[config.mk]
export PLATFORM = sky130hd
export DESIGN_NAME = stim_player
export DESIGN_NICKNAME = d
export VERILOG_FILES = /design/src/rtl/stim_player_pkg.sv /design/src/rtl/stim_player_ram.sv /design/src/rtl/stim_player.sv
export SDC_FILE = /design/constraint.sdc
export NUM_CORES = 1
export LEC_CHECK = 0
export ABC_CLOCK_PERIOD_IN_PS = 3000
export CORE_MARGIN = 2
export CORE_UTILIZATION = 25
export DETAILED_ROUTE_END_ITERATION = 10
export PLACE_DENSITY_LB_ADDON = 0.1
export SLEW_MARGIN = 10
export SYNTH_ARGS = -nofsm -noshare
export SYNTH_HDL_FRONTEND = slang
export SYNTH_SLANG_ARGS = --single-unit
[constraint.sdc]
create_clock -name clock -period 3 [get_ports clock]
set_input_delay 0.3 -clock clock [delete_from_list [all_inputs] [get_ports clock]]
set_output_delay 0.3 -clock clock [all_outputs]
set_load 0.02 [all_outputs]
[src/rtl/stim_player_pkg.sv]
// Shared types and opcode field layout for the stimulus player.
package stim_player_pkg;
  typedef enum logic [1:0] {
    ST_IDLE = 2'd0,
    ST_PLAY = 2'd1,
    ST_DONE = 2'd2
  } state_t;

  localparam int OPC_W     = 6;
  localparam int OBS_BIT   = 5;
  localparam int K_HI      = 4;
  localparam int K_LO      = 1;
  localparam int START_BIT = 0;
  localparam int LOSS_W    = 8;
endpackage

[src/rtl/stim_player_ram.sv]
// Opcode store: DEPTH x OPC_W, synchronous write, asynchronous read, no reset.
module stim_player_ram
  import stim_player_pkg::*;
#(
  parameter int DEPTH  = 8,
  parameter int ADDR_W = $clog2(DEPTH)
) (
  input  logic              clock,
  input  logic              we,
  input  logic [ADDR_W-1:0] waddr,
  input  logic [OPC_W-1:0]  wdata,
  input  logic [ADDR_W-1:0] raddr,
  output logic [OPC_W-1:0]  rdata
);
  logic [OPC_W-1:0] mem [DEPTH];

  always_ff @(posedge clock)
    if (we) mem[waddr] <= wdata;

  assign rdata = mem[raddr];
endmodule

[src/rtl/stim_player.sv]
// Loads a short opcode program, then replays one opcode per cycle onto the game inputs.
// Optional loss counter built when STIM_PLAYER_LOSS_CNT_EN is defined.
module stim_player
  import stim_player_pkg::*;
#(
  parameter int DEPTH  = 8,
  parameter int ADDR_W = $clog2(DEPTH)
) (
  input  logic              clock,
  input  logic              reset,
  input  logic              load_valid,
  input  logic [5:0]        load_data,
  output logic              load_ready,
  input  logic              run,
  input  logic              pause,
  input  logic              clear,
  output logic              busy,
  output logic              done,
  output logic [ADDR_W-1:0] pc,
  output logic              obs,
  output logic [3:0]        k,
  output logic              start,
  input  logic              nloss_in,
  output logic [7:0]        loss_count
);
  state_t            state;
  logic [ADDR_W:0]   count, count_nxt;
  logic [ADDR_W-1:0] wptr;
  logic [OPC_W-1:0]  rdata;
  logic              wr, go, last;

  assign load_ready = (state == ST_IDLE) && (count < (ADDR_W+1)'(DEPTH));
  assign wr         = load_valid && load_ready && !clear;
  assign count_nxt  = count + (ADDR_W+1)'(wr);
  // a write in the run cycle is part of the program being started
  assign go         = (state == ST_IDLE) && !clear && run && (count_nxt != '0);
  assign last       = ({1'b0, pc} == count - (ADDR_W+1)'(1));

  stim_player_ram #(.DEPTH(DEPTH), .ADDR_W(ADDR_W)) u_ram (
    .clock (clock),
    .we    (wr),
    .waddr (wptr),
    .wdata (load_data),
    .raddr (pc),
    .rdata (rdata)
  );

  always_ff @(posedge clock) begin
    if (reset) begin
      state <= ST_IDLE;
      count <= '0;
      wptr  <= '0;
      pc    <= '0;
      obs   <= 1'b0;
      k     <= '0;
      start <= 1'b0;
      done  <= 1'b0;
      busy  <= 1'b0;
    end else begin
      case (state)
        ST_IDLE: begin
          if (clear) begin
            count <= '0;
            wptr  <= '0;
          end else if (wr) begin
            count <= count_nxt;
            wptr  <= wptr + ADDR_W'(1);
          end
          if (go) begin
            state <= ST_PLAY;
            busy  <= 1'b1;
            pc    <= '0;
          end
        end
        ST_PLAY: begin
          if (!pause) begin
            obs   <= rdata[OBS_BIT];
            k     <= rdata[K_HI:K_LO];
            start <= rdata[START_BIT];
            pc    <= pc + ADDR_W'(1);
            if (last) begin
              state <= ST_DONE;
              done  <= 1'b1;
            end
          end
        end
        ST_DONE: begin
          state <= ST_IDLE;
          done  <= 1'b0;
          busy  <= 1'b0;
          pc    <= '0;
          obs   <= 1'b0;
          k     <= '0;
          start <= 1'b0;
        end
        default: state <= ST_IDLE;
      endcase
    end
  end

`ifdef STIM_PLAYER_LOSS_CNT_EN
  // counts paused PLAY cycles too; cleared only by reset or a new run
  always_ff @(posedge clock) begin
    if (reset)
      loss_count <= '0;
    else if (go)
      loss_count <= '0;
    else if (state == ST_PLAY && nloss_in && loss_count != {LOSS_W{1'b1}})
      loss_count <= loss_count + 8'd1;
  end
`else
  logic unused_nloss;
  assign unused_nloss = nloss_in;
  assign loss_count   = '0;
`endif
endmodule

==> results.md <==
- Initial detailed-routing violation count: 96
- Sequential area share after synthesis: 63.7%
- Fraction of synthesized cell area in xor and xnor cells: 1.76%
- YS warnings: 0
- Max-cap violations: 0
- Final Hold Violating Endpoints: 0
- Number of distinct library cells after synthesis: 45
- Ratio of cells with drive above 1 in the final layout: 17.5%
- Largest net degree at the start of global routing: 18
- Final Cell Area: 0.00376 mm2
- Setup Buffers After CTS: 0
- Post-synthesis simple-gate area fraction: 9.35%
- Post-layout util: 32.6%
- Ant. Diodes: 0
- Vias: 1,755
- R2R cell count: 9
- IO Pins: 33
- Worst Hold Path EP: done$_SDFFE_PP0P_
- Worst-path clk slew: 0.06 ns
- Root Driver: clkbuf_16
- Worst-path cell chain: nor3_2 -> nand3b_1 -> inv_2 -> ha_1 -> ha_1 -> nor2_1 -> o211ai_1 -> and2b_1 -> o221a_2
- Max FO, Critical Path: 8
- GPL Wtd Cong: 0.729
- Area grow syn2layout: 25.9%
- Critical path data required time: 3.21 ns
- Critical path origin: count[3]$_SDFFE_PP0P_
- Synthesized flop and latch total: 71
- Most area-hungry cell type in the Yosys netlist: edfxtp_1
- Dpl hpwl: 4340 um
- Synth async-reset ratio: 0%
- Placed inst area: 0.00343 mm2
- Final WS setup: 0.650 ns
- Row count: 39
- CTS sink count: 71
- Deepest clock path buffer count: 2
- Min-delay worst type: reg -> reg
- Fmax: 425 MHz
- Pwr Density: 626 mW/mm2
- Compound-gate portion of the synthesized area: 8.80%
- FF-to-FF End: state[0]$_SDFFE_PP0P_
- Die H: 113 um
- Vias per cell: 4.51
- Final Cycle Share: 78.3%
- CP arrival: 2.56 ns
- Drt drc: 0
- Actual slew at the worst max-slew pin: 0.667 ns
- Final WL: 6190 um
- GRT Total Usage: 10.1%
- Total leakage power: 1.30 nW
- Fin crit period: 2.35 ns
- Final setup viols: 0
- Setup TNS: 0 ns
- Post-Synthesis Mean Instance Area: 14.9 um2
- GR Overflow Total: 0
- CTS resizes: 0
- Final #Nets: 259
- Starting density of the core: 25.9%
- Core area: 0.0115 mm2
- Post-detailed-route count of antenna-violating nets: 0
- Main combinational cell family by area after synthesis: multiplexers
- Fin. max-slew vios: 0
- Commonest register cell after synthesis: edfxtp_1
- Worst VDD drop: 0.271 mV
- Worst hold stages: 2
- Vias in the first global route: 1,664
- TritonCTS clock tree: built
- Post-Synthesis Cell Area: 0.00299 mm2
- R2R Setup Slk: 0.65 ns
- Setup Skew: 0.00457 ns
- Initial antenna violation count: 0
- Inserted Clock Buffers: 9
- CP max stage delay: 0.37 ns
- Kind of end point of the critical path: flop
- CP startpoint kind: flop
- WL per Instance: 15.9 um
- Buf+Inv Stages, Crit Path: 1
- Reg2reg start: count[3]$_SDFFE_PP0P_
- Setup slack at placement: 0.471 ns
- Die ar.: 0.0128 mm2
- Port bufs: 23
- RSZ-0062 raised after global routing: false
- TritonRoute pass-1 iters: 5
- Rel. slew slack: 55.4%
- Gate Count Post-Synth: 200
- Slowest CP cell: dfxtp_1
- Die width: 113 um
- Global-route wire length before repair: 9440 um
- Adder-cell share of the synthesized area: 2.10%
- Hold Buf Count CTS: 0
- Crit-path leading delay family: simple AND/OR/NAND/NOR gates
- Hold Slack: 0.457 ns
- Hold path startpoint: done$_SDFFE_PP0P_
- Post-synth top area share: 48.3%
- Synth area leaders: edfxtp_1, dfxtp_1, mux4_1
- CTS HTree Levels: 3
- Clk_lat worst skew: 0.32 ns
- Fill count: 1,138
- Critical path class: reg -> reg
- Status: finished, final reports clean
- EDFF count, synth: 48
- CP most frequent cell: ha_1
- Mux contribution to synthesized area: 10.5%
==> power by group <==
| group | switching, mW | internal (mW) | total (mW) |
|---|---|---|---|
| sequential | 0.0115 | 1.06 | 1.07 |
| clock | 0.426 | 0.739 | 1.17 |
| combinational | 0.0659 | 0.0552 | 0.121 |
==> layout make-up <==
| class | count | area, um2 | share of cell area [%] |
|---|---|---|---|
| flip-flops and latches | 71 | 1900 | 50.6 |
| multi-input cells | 118 | 1000 | 26.6 |
| repair buffers | 37 | 335 | 8.92 |
| clock buffers | 9 | 225 | 5.99 |
| well taps | 143 | 179 | 4.76 |
| clock inverters | 7 | 104 | 2.76 |
| inverters | 4 | 15.0 | 0.399 |
==> metal layers <==
metal / track usage, % / vias to the layer above / share of wire [%]
met3: 2.25 / 7 / 3.1
met5: 0 / - / 0
met2: 15.0 / 38 / 45
met1: 14.3 / 849 / 50
li1: - / 861 / -
met4: 4.39 / 0 / 1.5
==> flip-flops by register name (all words and copies together) (netlist names), named ones only <==
name and count:
busy 1, count 4, done 1, k 4
obs 1, pc 3, start 1, state 2
u_ram.mem 48, wptr 3
==> how the worst max path moves through the flow <==
stage / depth (start not counted) / end
global route: 9 / state[0]$_SDFFE_PP0P_
CTS: 9 / state[0]$_SDFFE_PP0P_
finish: 9 / state[0]$_SDFFE_PP0P_
detailed placement: 9 / state[0]$_SDFFE_PP0P_
global placement: 9 / state[0]$_SDFFE_PP0P_
floorplan: 10 / state[0]$_SDFFE_PP0P_
==> synth_stat cells (all sizes together), types with 2 or more instances <==
library cell,count
a211oi,3
a21oi,2
a221o,5
a22oi,3
a31oi,3
and3,6
buf,11
clkbuf,3
dfxtp,23
edfxtp,48
ha,5
inv,4
mux2i,2
mux4,12
nand2,5
nand2b,5
nand3b,3
nor2,15
nor3,9
nor3b,2
o211ai,4
o21ai,3
o221a,2
o22ai,4
xnor2,2
xor2,4
==> layout by cell type (no fill, tap or decap), types with 5 or more instances in the layout <==
master,n
edfxtp_1,48
dfxtp_1,23
clkdlybuf4s50_1,23
nor2_1,14
buf_4,14
clkbuf_16,9
nor3_1,8
conb_1,8
mux4_1,6
mux4_2,6
and3_1,6
nand2_1,5
nand2b_1,5
a221o_1,5
ha_1,5
==> per-stage QoR <==
| step | power (mW) | cells |
|---|---|---|
| 5_1_grt | 2.45 | 389 |
| 4_1_cts | 2.39 | 389 |
| 6_report | 2.35 | 389 |
| 3_5_place_dp | 1.21 | 373 |
| 3_3_place_gp | 1.21 | 373 |
| 2_1_floorplan | 1.16 | 207 |
==> cell families after synthesis <==
logic type               count (synthesis)
XOR/XNOR                                 6
other                                    1
AO/OA/AOI/OAI                           34
AND/OR/NAND/NOR                         51
adder cells (fa/ha/maj)                  5
flip-flops                              71
multiplexers                            14
buffers and inverters                   18
==> worst register-to-register path, delay by kind of cell, from the launching register on <==
| kind | cells | cell delay (ns) |
|---|---|---|
| buf+inv | 1 | 0.12 |
| flops | 1 | 0.37 |
| fa+ha+maj | 2 | 0.46 |
| simple gates | 4 | 0.85 |
| compound gates | 2 | 0.43 |
No activity file was read; power rests on OpenSTA's default activity.
